### src/rtl/hazard_pkg.sv
// -----------------------------------------------------------------------------
// hazard_pkg
// Shared definitions for the pipeline hazard controller:
//   - forwarding operand-source encodings
//   - hazard FSM state encoding
//   - bit positions of the mispredict flag in pc_src and the load flag in
//     result_src
//   - the per-stage stall/flush control bundle and its canonical patterns
// No ports (package).
// -----------------------------------------------------------------------------
package hazard_pkg;

    // Operand source selects driven to the Execute-stage bypass muxes.
    localparam logic [1:0] FWD_NONE = 2'b00;  // register-file value
    localparam logic [1:0] FWD_WB   = 2'b01;  // Writeback result
    localparam logic [1:0] FWD_MEM  = 2'b10;  // Memory-stage result

    // Hazard FSM. HOLD waits out a non-abortable I-cache refill before the
    // redirect is allowed to take effect; REDIRECT lasts exactly one cycle.
    typedef enum logic [1:0] {
        ST_RUN      = 2'b00,
        ST_HOLD     = 2'b01,
        ST_REDIRECT = 2'b10
    } hz_state_t;

    // pc_src[1] set means a mispredict / redirect is requested.
    localparam int PC_SRC_MISPRED_BIT  = 1;
    // result_src[2] set means the Execute-stage instruction is a load.
    localparam int RESULT_SRC_LOAD_BIT = 2;

    // Load-use bubble counter width; covers LOAD_USE_STALL-1 for 1..3.
    localparam int LD_CNT_W = 2;

    // Per-stage control bundle, MSB first in the order declared.
    typedef struct packed {
        logic stall_f;
        logic stall_d;
        logic stall_e;
        logic stall_m;
        logic stall_w;
        logic flush_d;
        logic flush_e;
        logic flush_m;
    } hz_ctl_t;

    // Canonical control patterns, bit order {stall_f,d,e,m,w, flush_d,e,m}.
    localparam hz_ctl_t CTL_NONE      = 8'b00000_000;
    localparam hz_ctl_t CTL_ALL_STALL = 8'b11111_000;  // freeze everything
    localparam hz_ctl_t CTL_HOLD      = 8'b11111_100;  // freeze, kill Decode
    localparam hz_ctl_t CTL_REDIRECT  = 8'b01111_110;  // fetch new PC only
    localparam hz_ctl_t CTL_EX_BUSY   = 8'b11100_001;  // bubble into Memory
    localparam hz_ctl_t CTL_MISPRED   = 8'b00000_110;  // squash wrong path
    localparam hz_ctl_t CTL_LOAD_USE  = 8'b11000_010;  // bubble into Execute

    // True when the PC-select field requests a redirect.
    function automatic logic is_mispredict(input logic [1:0] pc_src);
        return pc_src[PC_SRC_MISPRED_BIT];
    endfunction

endpackage

### src/rtl/hazard_fwd_sel.sv
// -----------------------------------------------------------------------------
// hazard_fwd_sel
// Single-operand forwarding select for the Execute stage. Register 0 is
// hard-wired to zero and is never forwarded; when both later stages write
// the same register the Memory stage holds the younger value and wins.
//
// Ports:
//   rs          in  REG_ADDR_W  source register of the Execute operand
//   rd_m        in  REG_ADDR_W  destination register in Memory
//   reg_write_m in  1           Memory stage writes rd_m
//   rd_w        in  REG_ADDR_W  destination register in Writeback
//   reg_write_w in  1           Writeback stage writes rd_w
//   fwd_sel     out 2           FWD_NONE / FWD_WB / FWD_MEM
// -----------------------------------------------------------------------------
module hazard_fwd_sel
    import hazard_pkg::*;
#(
    parameter int REG_ADDR_W = 5
) (
    input  logic [REG_ADDR_W-1:0] rs,
    input  logic [REG_ADDR_W-1:0] rd_m,
    input  logic                  reg_write_m,
    input  logic [REG_ADDR_W-1:0] rd_w,
    input  logic                  reg_write_w,
    output logic [1:0]            fwd_sel
);

    always_comb begin
        if (rs == '0) begin
            fwd_sel = FWD_NONE;
        end else if (reg_write_m && (rs == rd_m)) begin
            fwd_sel = FWD_MEM;
        end else if (reg_write_w && (rs == rd_w)) begin
            fwd_sel = FWD_WB;
        end else begin
            fwd_sel = FWD_NONE;
        end
    end

endmodule

### src/rtl/pipeline_hazard_ctrl.sv
// -----------------------------------------------------------------------------
// pipeline_hazard_ctrl
// Hazard unit for a five-stage in-order pipeline. Produces per-stage stall
// and flush (bubble) controls, Execute-stage operand forwarding selects, and
// sequences mispredict redirects around I-cache misses and refills.
//
// Event priority, highest first:
//   reset > D-cache miss > HOLD/REDIRECT > I-cache miss > Execute busy
//         > mispredict > load-use
//
// Ports:
//   clk_i                    in  1   clock, rising edge
//   reset_i                  in  1   synchronous active-high reset
//   instr_miss_f_i           in  1   I-cache miss on current fetch
//   instr_cache_rep_active_i in  1   I-cache line refill in progress
//   data_miss_m_i            in  1   D-cache miss in Memory
//   ex_busy_e_i              in  1   multicycle Execute op not finished
//   rs1_d_i, rs2_d_i         in  W   Decode source registers
//   rs1_e_i, rs2_e_i         in  W   Execute source registers
//   rd_e_i, rd_m_i, rd_w_i   in  W   Execute/Memory/Writeback destinations
//   result_src_e_i           in  3   Execute result select (bit 2 = load)
//   pc_src_i                 in  2   PC select (bit 1 = mispredict)
//   reg_write_m_i            in  1   Memory register-write enable
//   reg_write_w_i            in  1   Writeback register-write enable
//   stall_{f,d,e,m,w}_o      out 1   per-stage stall
//   flush_{d,e,m}_o          out 1   per-stage bubble
//   forward_a_e_o            out 2   operand A source
//   forward_b_e_o            out 2   operand B source
//   redirect_pending_o       out 1   FSM in HOLD or REDIRECT
// -----------------------------------------------------------------------------
module pipeline_hazard_ctrl
    import hazard_pkg::*;
#(
    parameter int REG_ADDR_W     = 5,
    parameter int LOAD_USE_STALL = 1   // bubbles per load-use hazard, 1..3
) (
    input  logic                  clk_i,
    input  logic                  reset_i,
    input  logic                  instr_miss_f_i,
    input  logic                  instr_cache_rep_active_i,
    input  logic                  data_miss_m_i,
    input  logic                  ex_busy_e_i,
    input  logic [REG_ADDR_W-1:0] rs1_d_i,
    input  logic [REG_ADDR_W-1:0] rs2_d_i,
    input  logic [REG_ADDR_W-1:0] rs1_e_i,
    input  logic [REG_ADDR_W-1:0] rs2_e_i,
    input  logic [REG_ADDR_W-1:0] rd_e_i,
    input  logic [REG_ADDR_W-1:0] rd_m_i,
    input  logic [REG_ADDR_W-1:0] rd_w_i,
    input  logic [2:0]            result_src_e_i,
    input  logic [1:0]            pc_src_i,
    input  logic                  reg_write_m_i,
    input  logic                  reg_write_w_i,
    output logic                  stall_f_o,
    output logic                  stall_d_o,
    output logic                  stall_e_o,
    output logic                  stall_m_o,
    output logic                  stall_w_o,
    output logic                  flush_d_o,
    output logic                  flush_e_o,
    output logic                  flush_m_o,
    output logic [1:0]            forward_a_e_o,
    output logic [1:0]            forward_b_e_o,
    output logic                  redirect_pending_o
);

    // Value loaded on a fresh load-use hazard: the detect cycle itself is the
    // first bubble, the counter covers the remaining ones.
    localparam logic [LD_CNT_W-1:0] LD_CNT_INIT = LD_CNT_W'(LOAD_USE_STALL - 1);
    localparam logic [LD_CNT_W-1:0] LD_CNT_ONE  = LD_CNT_W'(1);

    hz_state_t             state_q, state_d;
    logic [LD_CNT_W-1:0]   ld_cnt_q, ld_cnt_d;
    hz_ctl_t               ctl, ctl_out;
    logic                  mispredict;
    logic                  load_use;
    logic [1:0]            fwd_a, fwd_b;

    // Only the load bit of result_src and the redirect bit of pc_src carry
    // hazard information; the remaining bits are deliberately ignored.
    logic unused_inputs;
    assign unused_inputs = ^{result_src_e_i[1:0], pc_src_i[0]};

    // -------------------------------------------------------------------------
    // Forwarding
    // -------------------------------------------------------------------------
    hazard_fwd_sel #(.REG_ADDR_W(REG_ADDR_W)) u_fwd_a (
        .rs          (rs1_e_i),
        .rd_m        (rd_m_i),
        .reg_write_m (reg_write_m_i),
        .rd_w        (rd_w_i),
        .reg_write_w (reg_write_w_i),
        .fwd_sel     (fwd_a)
    );

    hazard_fwd_sel #(.REG_ADDR_W(REG_ADDR_W)) u_fwd_b (
        .rs          (rs2_e_i),
        .rd_m        (rd_m_i),
        .reg_write_m (reg_write_m_i),
        .rd_w        (rd_w_i),
        .reg_write_w (reg_write_w_i),
        .fwd_sel     (fwd_b)
    );

    // -------------------------------------------------------------------------
    // Hazard detection
    // -------------------------------------------------------------------------
    // A redirect is only honoured from RUN, and not while the Execute or
    // Memory stage is holding the pipeline: the branch outcome is not final.
    assign mispredict = (state_q == ST_RUN) && !ex_busy_e_i && !data_miss_m_i &&
                        is_mispredict(pc_src_i);

    assign load_use = result_src_e_i[RESULT_SRC_LOAD_BIT] && (rd_e_i != '0) &&
                      ((rd_e_i == rs1_d_i) || (rd_e_i == rs2_d_i));

    // -------------------------------------------------------------------------
    // Control decode and next-state logic
    // -------------------------------------------------------------------------
    always_comb begin
        // NOTE: every variable gets a default before the priority chain so no
        // path leaves one unassigned, which would infer a latch.
        ctl      = CTL_NONE;
        state_d  = state_q;
        ld_cnt_d = ld_cnt_q;

        if (data_miss_m_i) begin
            // Whole pipeline frozen; FSM and counter keep their values.
            ctl = CTL_ALL_STALL;
        end else if (state_q == ST_HOLD) begin
            ctl = CTL_HOLD;
            if (!instr_cache_rep_active_i) begin
                state_d = ST_REDIRECT;
            end
        end else if (state_q == ST_REDIRECT) begin
            ctl     = CTL_REDIRECT;
            state_d = ST_RUN;
        end else if (instr_miss_f_i) begin
            if (mispredict) begin
                // Kill the wrong-path Decode now; fetch the new PC either
                // immediately or once the refill can no longer be disturbed.
                ctl     = CTL_HOLD;
                state_d = instr_cache_rep_active_i ? ST_HOLD : ST_REDIRECT;
            end else begin
                ctl = CTL_ALL_STALL;
            end
        end else if (ex_busy_e_i) begin
            ctl = CTL_EX_BUSY;
        end else if (mispredict) begin
            // The stalled consumer is being squashed, so its pending
            // load-use bubbles are no longer needed.
            ctl      = CTL_MISPRED;
            ld_cnt_d = '0;
        end else if (ld_cnt_q != '0) begin
            ctl      = CTL_LOAD_USE;
            ld_cnt_d = ld_cnt_q - LD_CNT_ONE;
        end else if (load_use) begin
            ctl      = CTL_LOAD_USE;
            ld_cnt_d = LD_CNT_INIT;
        end
    end

    // -------------------------------------------------------------------------
    // State registers
    // -------------------------------------------------------------------------
    // NOTE: sequential state uses non-blocking assignments so every flop
    // samples pre-edge values regardless of statement order.
    always_ff @(posedge clk_i) begin
        if (reset_i) begin
            state_q            <= ST_RUN;
            ld_cnt_q           <= '0;
            redirect_pending_o <= 1'b0;
        end else begin
            state_q            <= state_d;
            ld_cnt_q           <= ld_cnt_d;
            redirect_pending_o <= (state_d != ST_RUN);
        end
    end

    // -------------------------------------------------------------------------
    // Outputs: forced inactive for the whole time reset is asserted.
    // -------------------------------------------------------------------------
    assign ctl_out       = reset_i ? CTL_NONE : ctl;
    assign forward_a_e_o = reset_i ? FWD_NONE : fwd_a;
    assign forward_b_e_o = reset_i ? FWD_NONE : fwd_b;

    assign stall_f_o = ctl_out.stall_f;
    assign stall_d_o = ctl_out.stall_d;
    assign stall_e_o = ctl_out.stall_e;
    assign stall_m_o = ctl_out.stall_m;
    assign stall_w_o = ctl_out.stall_w;
    assign flush_d_o = ctl_out.flush_d;
    assign flush_e_o = ctl_out.flush_e;
    assign flush_m_o = ctl_out.flush_m;

endmodule

### config.mk
export PLATFORM = sky130hd
export DESIGN_NAME = pipeline_hazard_ctrl
export DESIGN_NICKNAME = d
export VERILOG_FILES = /design/src/rtl/hazard_pkg.sv /design/src/rtl/hazard_fwd_sel.sv /design/src/rtl/pipeline_hazard_ctrl.sv
export SDC_FILE = /design/constraint.sdc
export NUM_CORES = 1
export LEC_CHECK = 0
export ABC_AREA = 1
export CAP_MARGIN = 15
export CORE_MARGIN = 4
export CORE_UTILIZATION = 33
export DETAILED_ROUTE_END_ITERATION = 8
export GPL_TIMING_DRIVEN = 0
export HOLD_SLACK_MARGIN = 0.03
export PLACE_DENSITY_LB_ADDON = 0.2
export REMOVE_ABC_BUFFERS = 1
export SYNTH_ARGS = -nofsm -noshare
export SYNTH_HDL_FRONTEND = slang
export SYNTH_SLANG_ARGS = --single-unit
### constraint.sdc
create_clock -name clk_i -period 1.54 [get_ports clk_i]
set_input_delay 0.462 -clock clk_i [delete_from_list [all_inputs] [get_ports clk_i]]
set_output_delay 0.462 -clock clk_i [all_outputs]
set_load 0.01 [all_outputs]
# Yosys cells after proc, flatten, opt, wreduce, memory -nomap -nowiden
# Index checks and enable logic that the tools add are counted.
# word_totals
elab_cells,65
out_inout_bits,13
inputBits,48
regBits,5
# op_classes
add_sub_neg,1
mux,28
n_reduce_logical,20
eq_ne,8
n_bitwise,5
# op_table
op,n
$mux W8,9
$mux W2,16
$eq A5 B5 Y1,6
$logic_not A5 Y1,2
$logic_and A1 B1 Y1,9
$reduce_and A6 Y1,1
$not A1 Y1,5
$reduce_bool A5 Y1,1
$reduce_bool A2 Y1,2
$mux W3,1
$reduce_bool A3 Y1,1
$eq A2 B1 Y1 const B,1
$eq A2 B2 Y1 const B,1
$logic_not A1 Y1,2
$logic_not A2 Y1,1
$mux W1,2
$sub A2 B1 Y2 const B,1
$logic_or A1 B1 Y1,1

# Depth between registers and ports, before layout
# Gate-level depths: netlist of run 1.
# logic_depth
depth_word,12
mapped_depth,12

# Cells and area by module
# Synthesis of run 1 repeated with hierarchy kept, for this count alone.
# hier_totals
cells_unflattened,237
hier_area_um2,1144.8
# by_module_without_submodules
mod,cells_each,seq_area_each_um2,instances,area_each_um2
pipeline_hazard_ctrl,123,100.1,1,669.4
hazard_fwd_sel,57,0.0,2,237.7

# Worst setup path before layout of run 1
# Ideal clock, no wire load.
# synth_path
kind,input -> output
from,in rd_m_i[0]
to,out forward_a_e_o[1]
path_buffers,0
cell_stages,6
path_slack_ns,-0.201
arrival_ns,1.279
cell_sequence,inv_1 -> nor2_1 -> nand3b_1 -> nor4_1 -> nand2_1 -> nor3_1
# synth_via
elab_chain_cells,5
# synth_rtl
element,line_no,source
"start, declared",pipeline_hazard_ctrl.sv:48,"input logic [REG_ADDR_W-1:0] rd_m_i,"
$eq A5 B5 Y1,hazard_fwd_sel.sv:31,end else if (reg_write_m && (rs == rd_m)) begin
$logic_and A1 B1 Y1,hazard_fwd_sel.sv:31,
$mux W2,hazard_fwd_sel.sv:31,
$mux W2,hazard_fwd_sel.sv:29,if (rs == '0) begin
$mux W2,pipeline_hazard_ctrl.sv:183,assign forward_a_e_o = reset_i ? FWD_NONE : fwd_a;
"end, declared",pipeline_hazard_ctrl.sv:62,"output logic [1:0] forward_a_e_o,"
# Every way passes these cells.

# Worst setup path after layout of run 1
# layout_path
from,in rd_m_i[1]
to,out forward_a_e_o[1]
# Same word-level chain as after synthesis.

==> results of run 1 <==
[kinds of logic after synthesis]
logic type	after synthesis	share of synthesized area (%)
simple gates	87	41.3
buf+inv	41	16.4
compound gates	29	20.6
xor+xnor	8	7.31
flops	5	10.4
fa+ha+maj	3	3.92
[timing repair]
action                                  CTS  global route
setup buffers                            20             4
endpoints found under the setup margin   18            15
hold endpoints to repair                  0             0
hold buffers                              0             0
pin swaps                                47            28
gates resized for setup                 307            47
[where the power goes]
part / internal [mW] / leakage (nW) / switching [mW]
combinational: 0.254 / 0.941 / 0.239
sequential: 0.133 / 0.0420 / 0.00473
clock: 0.0983 / 0.0150 / 0.0583
total: 0.484 / 0.998 / 0.302
[final cells by class]
| type | count | area (µm²) |
|---|---|---|
| Timing Repair Buffer | 80 | 689 |
| Inverter | 39 | 176 |
| Tap cell | 31 | 38.8 |
| Sequential cell | 5 | 108 |
| Clock buffer | 4 | 26.3 |
| Multi-Input combinational cell | 127 | 1020 |
| Fill cell | 215 | 698 |
[Yosys cell counts (all sizes together), types with 3 or more instances]
cell / n / area, µm²
xnor2: 3 / 26.3
a211oi: 3 / 22.5
o22ai: 5 / 31.3
nor4: 3 / 18.8
dfxtp: 5 / 100
a21oi: 7 / 35.0
ha: 3 / 37.5
o21ai: 4 / 20.0
nor3: 4 / 20.0
nand2: 43 / 164
nor2: 21 / 88.8
nand3: 10 / 62.6
inv: 39 / 146
xor2: 5 / 43.8
[registers in the layout (all words and copies together), names as in the netlist]
register / flops
ld_cnt_q: 2
redirect_pending_o: 1
state_q: 2
[layer usage]
metal  part of all wire (%)  global-route usage (%)  wire (µm)
met4                    1.4                    5.15         52
met2                     56                    37.1       2110
met1                     38                    18.9       1420
met3                    4.8                    1.86        181
met5                      0                       0          0
[worst paths after layout]
| kind | from | end | slack (ns) | depth (start not counted) |
|---|---|---|---|---|
| min reg2reg | ld_cnt_q[1] | ld_cnt_q[1] | 0.48 | 2 |
| max | rd_m_i[1] | forward_a_e_o[1] | -0.43 | 7 |
| min | reset_i | state_q[0] | 0.48 | 2 |
| max reg2reg | state_q[0] | state_q[1] | -0.20 | 12 |
==> metrics.csv, run 1 <==
metric;value;unit
pwr_density_cell;382;nW/µm²
skew;0.00556;ns
postSynthCellCount;173;
cp_cell_sequence;buf_6, xnor2_2, nand3b_1, nor4_4, nand2_1, nor3_1, buf_2;
io_pins;61;
overflow;0;
layout-drive-gt1-share;58.0;%
tightest_slew;0.439;ns
drt-initial-drc-count;50;
grt_pass1_vias;1319;
drt-pass1-iter-count;4;
grt_max_degree;15;
fp.dieH;61.9;µm
fin_area;2060;µm²
fin_crit;1.97;ns
postPlaceCellArea;1560;µm²
pre_cts_slack;-1.41;ns
worst-setup-path-type;input pin to output port;
hpwl;2390;µm
worstSetupStartpointType;input pin;
initial_utilization;34.8;%
numCtsBuffers;3;
drv_cap;0;
synth_cell_type_count;33;
final_cell_count_no_fill;286;
grt_use_total;18.1;%
insertion_delay;0.25;ns
cts_tree;yes;
syn2layout_area_growth;115;%
final_core_util;74.7;%
slew_viol_final;0;
antenna_cells;0;
path_buf_inv;2;
antenna_found_initial;0;
dpl.cell_count;259;
synth-edff-count;0;
violations;negative setup slack;
yosysSeqAreaShare;10.4;%
yosys_warnings;0;
die_w;61.9;µm
grt_pass1_wl;5260;µm
power;0.787;mW
cts_root_buf;clkbuf_4;
critPathRequiredTime;1.08;ns
syn-cell-area;958;µm²
vias_per_cell;4.99;
peakVddDrop;0.290;mV
cpMaxStageDelayCell;nor4_4;
fmax;509;MHz
wire_per_inst;13.2;µm
dieArea;3830;µm²
coreArea;2760;µm²
p_leak;0.998;nW
path_clk_slew;0.05;ns
grt_setup_unrepaired;true;
row_count;19;
holdWs;0.477;ns
hold_class;input pin to register;
layout_commonest_cell;nand2_1;
ant_nets;0;
status;finished with violations;
clockBufferDepth;2;
final_cell_mix;31 x nand2_1, 24 x buf_4, 22 x buf_6;
arrival;1.50;ns
crit_family;simple AND/OR/NAND/NOR gates;
worstSetupEndpointType;output port;
drc;0;
hold_viol_final;0;
ys_ff_latch;5;
syn_area_per_cell;5.54;µm²
wirelength;3770;µm
crit_fanout;3;
slowest_delay;0.18;ns
place_congestion;0.842;
async_flop_share;0;%
setup_viol;14;
dr_total_vias;1426;
nNetsFinal;307;
port_buffers;57;
synth_ff_type;dfxtp_1;
htreeDepth;1;
finalCritPeriodShare;128;%
clkSinkCount;5;
totalNegativeSetupSlack;-4.04;ns
setup_ws;-0.426;ns
relSlewSlack;70.5;%
Power figures use the tool's default switching activity.
==> run 2, diff against run 1 <==
CORE_MARGIN = 2   (was 4)
PLACE_DENSITY = 0.85   (was default)
PLACE_DENSITY_LB_ADDON = default   (was 0.2)
==> run 2 against run 1 <==
The run still ends with negative setup slack left. Setup slack better by 0.029 ns. Die area fell by 13%. Clock skew shrank 0.0016 ns. Combinational power increased by 3%. Final cell count rose by 0.35%. Sequential power barely moved. Sequential share of layout area shrank 0.090 points. Cell area rose by 1.8%. Core utilization increased by 1.3 points. Count of clock-buffer cells in the layout did not move. Critical path type unchanged. Largest power group unchanged. Highest routed layer unchanged.
==> metrics.csv, run 2 (synthesis results as in run 1) <==
metric;value;unit;change
status;finished with violations;;
violations;negative setup slack;;
endpoint;stall_f_o;;
finalCritPeriodShare;126;%;-1.9 points
r2r_cells;12;;unchanged
hpwl;2280;µm;-4.6%
fmax;516;MHz;+1.5%
grt_pass1_vias;1396;;+5.8%
cts_root_buf;clkbuf_4;;
worstSetupStartpointType;input pin;;
coreArea;2760;µm²;unchanged
syn2layout_area_growth;119;%;
worstSetupEndpointType;output port;;
htreeDepth;1;;unchanged
antenna_cells;0;;unchanged
layout-drive-gt1-share;61.3;%;+3.3 points
drv_cap;0;;unchanged
critPathRequiredTime;1.08;ns;about the same
fin_area;2100;µm²;+1.8%
setup_ws;-0.397;ns;+0.0288 ns
antenna_found_initial;0;;unchanged
fp.dieH;57.9;µm;-6.5%
final_cell_mix;31 x buf_6, 24 x nand2_1, 19 x nand2_2;;
pre_cts_slack;-1.37;ns;+0.0395 ns
grt_setup_unrepaired;true;;
tightest_slew;0.457;ns;+0.0176 ns
overflow;0;;unchanged
nNetsFinal;308;;+0.33%
place_congestion;0.844;;+0.21%
grt_use_total;22.1;%;+4.0 points
vias_per_cell;5.14;;+3.0%
fin_crit;1.94;ns;-0.0288 ns
holdWs;0.466;ns;-0.0106 ns
grt_pass1_wl;5910;µm;+12%
row_count;19;;unchanged
path_clk_slew;0.04;ns;about the same
reg2reg_to;state_q[1];;
totalNegativeSetupSlack;-4.10;ns;-0.0590 ns
layout_commonest_cell;buf_6;;
setup_viol;14;;unchanged
ant_nets;0;;unchanged
relSlewSlack;69.3;%;-1.2 points
p_leak;1.02;nW;+2.5%
peakVddDrop;0.345;mV;+19%
dr_total_vias;1474;;+3.4%
clkSinkCount;5;;unchanged
top_regs;ld_cnt_q (2), state_q (2), redirect_pending_o (1);;
slew_viol_final;0;;unchanged
io_pins;61;;unchanged
die_w;57.9;µm;-6.5%
skew;0.00394;ns;-0.00162 ns
wirelength;3940;µm;+4.5%
power;0.806;mW;+2.5%
insertion_delay;0.25;ns;about the same
hold_viol_final;0;;unchanged
drc;0;;unchanged
initial_utilization;34.8;%;unchanged
arrival;1.48;ns;-0.02 ns
hold_class;register to register;;
grt_max_degree;15;;unchanged
wire_per_inst;13.7;µm;+4.2%
rrSetupSlack;-0.18;ns;+0.02 ns
critPathLaunch;rd_e_i[3];;
worst-setup-path-type;input pin to output port;;
pwr_density_cell;385;nW/µm²;+0.68%
r2r-start;state_q[0];;
cts_tree;yes;;
postCtsHoldBufs;0;;unchanged
dieArea;3350;µm²;-13%
drt-initial-drc-count;82;;+64%
clockBufferDepth;2;;unchanged
numCtsBuffers;3;;unchanged
crit_fanout;3;;unchanged
postPlaceCellArea;1560;µm²;unchanged
port_buffers;57;;unchanged
drt-pass1-iter-count;4;;unchanged
## run 2: cell types whose count changed in the layout (fill, tap and decap cells not counted), sizes merged
cell	previous run	this run
buf	70	72
clkbuf	6	7
clkdlybuf4s15	3	0
dlygate4sd2	4	5
## run 2: metrics by stage
step,util (%),cells
after detailed placement,56.4,259
after global routing,76.0,287
after CTS,66.9,281
after floorplan,-,171
after global placement,56.4,259
final,76.0,287
## run 2: repair_timing
item                                    CTS  global route
buffers inserted                         18             6
pin swaps                                57            46
endpoints found under the hold margin     0             0
endpoints found under the setup margin   18            15
gates resized for setup                 295            78
## run 2: critical path, cell delays in order
cell	delay [ns]
buf_6	0.09
inv_4	0.04
nand2_2	0.05
nand2_2	0.04
nor2_1	0.09
nand3_1	0.08
nand2_1	0.08
nand2_2	0.07
nand2_2	0.06
nand2_2	0.06
nand2_1	0.06
nand2_1	0.05
a21oi_1	0.11
buf_2	0.14
## run 2: power breakdown
group / internal (mW) / switching (mW)
sequential: 0.132 / 0.00487
combinational: 0.261 / 0.246
clock: 0.0986 / 0.0628
## run 2: final cells by class
| class | instances | area [µm²] |
|---|---|---|
| Fill cell | 190 | 662 |
| Sequential cell | 5 | 108 |
| Tap cell | 31 | 38.8 |
| Clock buffer | 4 | 26.3 |
| Multi-Input combinational cell | 127 | 1010 |
| Inverter | 39 | 179 |
| Timing Repair Buffer | 81 | 731 |
## run 2: how the worst min path moves through the flow
stage | slack [ns] | cells past startpoint | start | endpoint
6_report | 0.47 | 2 | ld_cnt_q[1] | ld_cnt_q[1]
2_1_floorplan | 0.45 | 2 | ld_cnt_q[1] | ld_cnt_q[1]
4_1_cts | 0.47 | 2 | ld_cnt_q[1] | ld_cnt_q[1]
5_1_grt | 0.50 | 2 | reset_i | state_q[0]
3_5_place_dp | 0.46 | 2 | ld_cnt_q[1] | ld_cnt_q[1]
3_3_place_gp | 0.46 | 2 | ld_cnt_q[1] | ld_cnt_q[1]
## run 2: metal layers
metal / vias up / track usage (%) / part of all wire (%)
met4: 0 / 8.31 / 2.3
met1: 658 / 25.9 / 37
met5: - / 0 / 0
met3: 12 / 3.35 / 7.8
met2: 77 / 40.3 / 53
li1: 727 / - / -
